===== config.mk =====
export PLATFORM = sky130hd
export DESIGN_NAME = spi_slave_12b
export DESIGN_NICKNAME = d
export VERILOG_FILES = /design/src/rtl/spi_slave_12b.sv
export SDC_FILE = /design/constraint.sdc
export NUM_CORES = 1
export LEC_CHECK = 0
export CAP_MARGIN = 20
export CORE_MARGIN = 5
export CORE_UTILIZATION = 45
export CTS_CLUSTER_DIAMETER = 50
export DETAILED_ROUTE_END_ITERATION = 8
export PLACE_DENSITY = 0.67
export SLEW_MARGIN = 40
export SYNTH_ARGS = -nofsm -noshare
export SYNTH_HDL_FRONTEND = slang
export SYNTH_SLANG_ARGS = --single-unit
export TNS_END_PERCENT = 10

===== constraint.sdc =====
create_clock -name clk -period 3.1 [get_ports clk]
set_input_delay 0.62 -clock clk [delete_from_list [all_inputs] [get_ports clk]]
set_output_delay 0.62 -clock clk [all_outputs]
set_load 0.005 [all_outputs]

===== src/rtl/spi_slave_12b.sv =====
// spi_slave_12b: SPI mode-0 (CPOL=0, CPHA=0) responder.
// All SPI pins are oversampled in the clk domain. Words are shifted MSB
// first in both directions. Received words are presented on rx_data with a
// one-cycle rx_valid pulse. Transmit words are written into tx_buf while the
// block is idle and are re-sent on every frame until a new word is loaded.
// A frame that ends early (cs_n rises before WIDTH bits) pulses frame_err.

module spi_slave_12b #(
  parameter int WIDTH       = 12,
  parameter int SYNC_STAGES = 2
) (
  input  logic             clk,
  input  logic             rst,
  input  logic             sclk,
  input  logic             cs_n,
  input  logic             mosi,
  output logic             miso,
  input  logic [WIDTH-1:0] tx_data,
  input  logic             tx_load,
  output logic             tx_ready,
  output logic [WIDTH-1:0] rx_data,
  output logic             rx_valid,
  output logic             frame_err
);

  // Bit counter is wide enough to hold WIDTH itself (saturation value).
  localparam int               CNT_W    = $clog2(WIDTH + 1);
  localparam logic [CNT_W-1:0] CNT_MAX  = CNT_W'(WIDTH);
  localparam logic [CNT_W-1:0] CNT_LAST = CNT_W'(WIDTH - 1);

  // FSM encoding.
  localparam logic [1:0] IDLE  = 2'd0;
  localparam logic [1:0] SHIFT = 2'd1;
  localparam logic [1:0] DONE  = 2'd2;

  // Synchronizer chains. Index 0 is the stage nearest the pin.
  logic [SYNC_STAGES-1:0] sclk_sync;
  logic [SYNC_STAGES-1:0] cs_sync;
  logic [SYNC_STAGES-1:0] mosi_chain;
  // Fills with ones after reset; its last bit says the chains above now
  // carry real pin values instead of their reset values.
  logic [SYNC_STAGES-1:0] prime_sr;

  logic sclk_s;
  logic cs_s;
  logic mosi_sync;

  // Delayed copies used for edge detection, plus registered edge flags.
  logic sclk_dly;
  logic cs_dly;
  logic mosi_dly;
  logic sclk_rise;
  logic sclk_fall;
  logic cs_rise;
  logic cs_fall;
  // Set once cs_n has been observed high after reset. A frame may only
  // start from a fall seen while armed, so a cs_n held low through reset
  // must first return high before the next frame can begin.
  logic armed;

  // Datapath and control registers.
  logic [1:0]       state;
  logic [CNT_W-1:0] bit_cnt;
  logic [WIDTH-1:0] tx_buf;
  logic [WIDTH-1:0] tx_sr;
  logic [WIDTH-1:0] rx_sr;

  assign sclk_s    = sclk_sync[SYNC_STAGES-1];
  assign cs_s      = cs_sync[SYNC_STAGES-1];
  assign mosi_sync = mosi_chain[SYNC_STAGES-1];

  // Host side may write tx_buf only while no frame is in progress.
  assign tx_ready = (state == IDLE);

  // Synchronize the SPI pins; cs_n resets to its inactive (high) level.
  always_ff @(posedge clk or posedge rst) begin
    if (rst) begin
      sclk_sync  <= '0;
      cs_sync    <= '1;
      mosi_chain <= '0;
      prime_sr   <= '0;
    end else begin
      sclk_sync  <= {sclk_sync[SYNC_STAGES-2:0], sclk};
      cs_sync    <= {cs_sync[SYNC_STAGES-2:0], cs_n};
      mosi_chain <= {mosi_chain[SYNC_STAGES-2:0], mosi};
      prime_sr   <= {prime_sr[SYNC_STAGES-2:0], 1'b1};
    end
  end

  // Edge detection against one extra delayed flop. mosi is delayed by the
  // same amount so the data bit lines up with the registered sclk_rise.
  always_ff @(posedge clk or posedge rst) begin
    if (rst) begin
      sclk_dly  <= 1'b0;
      cs_dly    <= 1'b1;
      mosi_dly  <= 1'b0;
      sclk_rise <= 1'b0;
      sclk_fall <= 1'b0;
      cs_rise   <= 1'b0;
      cs_fall   <= 1'b0;
      armed     <= 1'b0;
    end else begin
      sclk_dly  <= sclk_s;
      cs_dly    <= cs_s;
      mosi_dly  <= mosi_sync;
      sclk_rise <= sclk_s & ~sclk_dly;
      sclk_fall <= ~sclk_s & sclk_dly;
      cs_rise   <= cs_s & ~cs_dly;
      cs_fall   <= ~cs_s & cs_dly;
      if (prime_sr[SYNC_STAGES-1] && cs_s) begin
        armed <= 1'b1;
      end
    end
  end

  // Frame FSM: loads, shifts in/out on sclk edges, cs_n edges take priority.
  always_ff @(posedge clk or posedge rst) begin
    if (rst) begin
      state     <= IDLE;
      bit_cnt   <= '0;
      tx_buf    <= '0;
      tx_sr     <= '0;
      rx_sr     <= '0;
      rx_data   <= '0;
      rx_valid  <= 1'b0;
      frame_err <= 1'b0;
      miso      <= 1'b0;
    end else begin
      rx_valid  <= 1'b0;
      frame_err <= 1'b0;
      case (state)
        IDLE: begin
          miso <= 1'b0;
          if (tx_load) begin
            tx_buf <= tx_data;
          end
          // The current tx_buf is committed at frame start; a load in the
          // same cycle only affects the following frame.
          if (cs_fall && armed) begin
            tx_sr   <= tx_buf;
            rx_sr   <= '0;
            bit_cnt <= '0;
            miso    <= tx_buf[WIDTH-1];
            state   <= SHIFT;
          end
        end

        SHIFT: begin
          if (cs_rise) begin
            // Early end of frame: drop the partial word, keep rx_data.
            frame_err <= 1'b1;
            rx_sr     <= '0;
            bit_cnt   <= '0;
            miso      <= 1'b0;
            state     <= IDLE;
          end else if (sclk_rise && (bit_cnt < CNT_MAX)) begin
            rx_sr   <= {rx_sr[WIDTH-2:0], mosi_dly};
            bit_cnt <= bit_cnt + 1'b1;
            if (bit_cnt == CNT_LAST) begin
              rx_data  <= {rx_sr[WIDTH-2:0], mosi_dly};
              rx_valid <= 1'b1;
              miso     <= 1'b0;
              state    <= DONE;
            end
          end else if (sclk_fall && (bit_cnt < CNT_MAX)) begin
            tx_sr <= {tx_sr[WIDTH-2:0], 1'b0};
            miso  <= tx_sr[WIDTH-2];
          end
        end

        DONE: begin
          // Extra sclk edges are ignored until the master releases cs_n.
          miso <= 1'b0;
          if (cs_rise) begin
            state <= IDLE;
          end
        end

        default: begin
          miso  <= 1'b0;
          state <= IDLE;
        end
      endcase
    end
  end

endmodule


==> run summary <==
### Clocking
• 9 — TritonCTS Buffers
• 0.34 ns — clock insertion delay at the later pin of the skew report
• 0 — Setup Buffers After CTS
• 2 — Clock Tree Buf Depth
• clkbuf_8 — root buffer cell
• yes — TritonCTS clock tree
• 0.06 ns — clock slew at reported path FFs
• 0 — hold-fix buffer count after cts
• 71 — Sinks on Clock Net
• 0 — Gates resized, CTS repair
• 3 — Clock H-tree levels

### Floorplan
• 34 — io pins
• 29 — floorplan row count
• 89.40 um — floorplan die height
• 89.40 um — width of the chip
• 6241 um^2 — core box area
• 7991 um^2 — die area
• 45.45% — initial core utilization

### Final layout
• 20.64% — Synth-to-Final Area Change
• 977.2 um^2 — area taken by multi-input logic gates
• 27.09% — layout cells sized above 1
• 0 — antenna diode instance count
• 531 — count of fill cells added during filler insertion
• 1780 um^2 — total area of sequential cells
• 265 — nets@finish

### Global routing
• 19.49% — GR Util met2
• 16.97% — met1 track utilization from global routing
• 36 — largest net degree at the start of global routing
• 13.29% — aggregate global-route resource usage
• 7859 um — global-route wire length before repair
• met2 — most congested layer reported by global routing
• 0 — Remaining Overflow, GRT
• 4.608% — met3 Track Usage GR
• 1654 — via count of the first global-routing pass
• 0 — initial antenna violation count

### Setup path
• 2.48 ns — critical path required time
• 1 — total buffers and inverters traversed by the critical path
• output port — category of the worst setup path capture point
• 1.56 ns — critical path data arrival time
• 7 — Max Fanout on Critical Path
• nor2_1 > clkdlybuf4s50_1 — Critical Path, Cell by Cell
• buffers and inverters — Top Family by Delay on Critical Path
• 0.54 ns — slowest cell delay on critical path
• reg -> out — type of the setup path with the least slack
• flop — kind of launch point of the worst setup path
• clkdlybuf4s50_1 — slowest stage cell on the critical path

### Synthesis
• dfrtp_1 — top cell type by total area after synthesis
• 34 — number of different library cells in the post-synthesis netlist
• dfrtp_1 (68), mux2_2 (38), nand2_1 (26) — top post-synthesis cells by count
• 59.99% — share of Yosys cell area claimed by the top area cell type
• dfrtp_1 — most frequent cell after synthesis
• dfrtp_1 — top_reg_cell synth
• 2836 um^2 — post-synth design cell area
• 226 — number of nets in the synthesized netlist
• 100.0% — share of synthesized flip-flops with an asynchronous set or reset
• 62.77% — post-synthesis sequential area ratio
• 13.70 um^2 — mean area per synthesized cell
• dfrtp_1 (60%), mux2_2 (15%), mux2_4 (3.7%) — top cells by area in the synthesized netlist
• 71 — number of flip-flops and latches in the synthesized netlist
• 0 — Yosys Warn Count
• 207 — synthesized instance count
• 0 — number of enable-type register cells in the synthesized netlist

### STA
• no — unrepaired setup endpoints after global routing
• 0 — Hold Violations, Final
• 458.6 MHz — fmax
• 0 — count of endpoints failing setup in the final report
• 58.99% — worst max-slew margin expressed relative to the limit
• 2.181 ns — min Tclk post-route
• 0.005585 ns — Clock Skew
• 0 — Slew Limit Fails
• 0.6131 ns — transition time at the pin with the least slew margin
• 0 ns — Total Negative Setup Slacks
• 70.34% — final clock period utilization by the worst path
• 0.3518 ns — Post-Route Hold Slack

### Placement
• 33 — number of I/O port buffers
• 3143 um — DPL Wire Length
• 0.8581 — Routability Congestion

### Detailed routing
• 4 — number of search-and-repair iterations in the first detailed-routing pass
• 13.70 um — routed length per instance
• 1636 — total vias in the final route
• 0 — count of antenna-violating nets left after detailed routing
• 0 — drc violations
• 4.988 — post-DR vias/cell
• 4495 um — Detailed Route WL
• 83 — violation count after the first detailed-route iteration

### Pwr
• 651.8 nW/um^2 — power density cells
• 1.535 nW — leakage power figure
• 321.8 uV — IR drop worst, VDD

### Run
• 0 — number of max-capacitance violations reported

### Run status
• finished, final reports clean — run status

### Worst hold path
• reg -> reg — Hold Path Class

==> where the power goes <==
group	switching (mW)	internal (mW)
combinational	0.162	0.251
clock	0.307	0.358
sequential	0.0811	1.07
total	0.550	1.68
==> cell type report <==
class	count	share of cell area, %
Clock buffer	16	5.265
Inverter	4	0.4388
Multi-Input combinational cell	123	28.56
Sequential cell	71	52.03
Tap cell	77	2.815
Timing Repair Buffer	37	10.90
==> state kept, by name (all words and copies together), names as in the netlist, 4 cells and up <==
register and flops:
tx_buf 12, rx_sr 11, tx_sr 11, bit_cnt 4, rx_data 12
==> routing by layer <==
layer,part of all wire [%],wire (um),up-vias
li1,-,-,792
met1,45,2029,800
met2,48,2137,32
met3,4.8,216,12
met4,2.5,111,0
met5,0,0,-
==> logic make-up (layout without fill, tap and decap cells) <==
family | after synthesis | after routing | share of synthesized area (%)
AOI/OAI and AO/OA | 29 | 29 | 6.661
other | 1 | 1 | 0.1322
DFF | 71 | 71 | 62.77
muxes | 45 | 45 | 18.79
buffers and inverters | 13 | 57 | 3.087
and+or+nand+nor | 47 | 47 | 8.117
adders and majority gates | 1 | 1 | 0.4410
==> worst paths after layout <==
path,startpoint,endpoint,cells past startpoint,slack [ns]
worst max-delay path,state[1],tx_ready,2,0.92
worst min-delay path,sclk_sync[0],sclk_sync[1],0,0.35
worst max register to register,bit_cnt[0],rx_data[0],4,1.18
worst min register to register,sclk_sync[0],sclk_sync[1],0,0.35
max in group asynchronous,rst,rx_data[5],3,1.92
min in group asynchronous,rst,bit_cnt[1],2,0.59
==> cell usage in the layout, fill, tap and decap left out, drive strengths merged <==
cell,netlist,layout
o21ai,13,13
nand2,26,26
dfrtp,68,68
a21boi,1,1
and4,1,1
o32a,1,1
nor2b,4,4
inv,4,4
a41oi,1,1
buf,9,4
conb,1,1
o211a,1,1
a21o,4,4
clkbuf,0,16
nor4,1,1
and2,1,1
mux2,45,45
dfstp,3,3
nand4b,1,1
ha,1,1
nor2,6,6
o211ai,2,2
a22o,2,2
a21oi,4,4
nor3,2,2
and3,3,3
clkdlybuf4s50,0,33
nand2b,2,2
==> per-stage QoR <==
stage	total power [mW]	setup slack, ns	instances	utilization [%]	instance area (um^2)
after floorplan	1.486	0.6884	207	-	2836
after global placement	1.569	1.049	312	51.80	3233
after detailed placement	1.591	1.021	312	51.94	3242
after CTS	2.262	0.8827	328	54.83	3422
after global routing	2.358	0.8222	328	54.83	3422
final	2.230	0.9193	328	54.83	3422
Note: power is estimated with default switching activity, not from simulation.
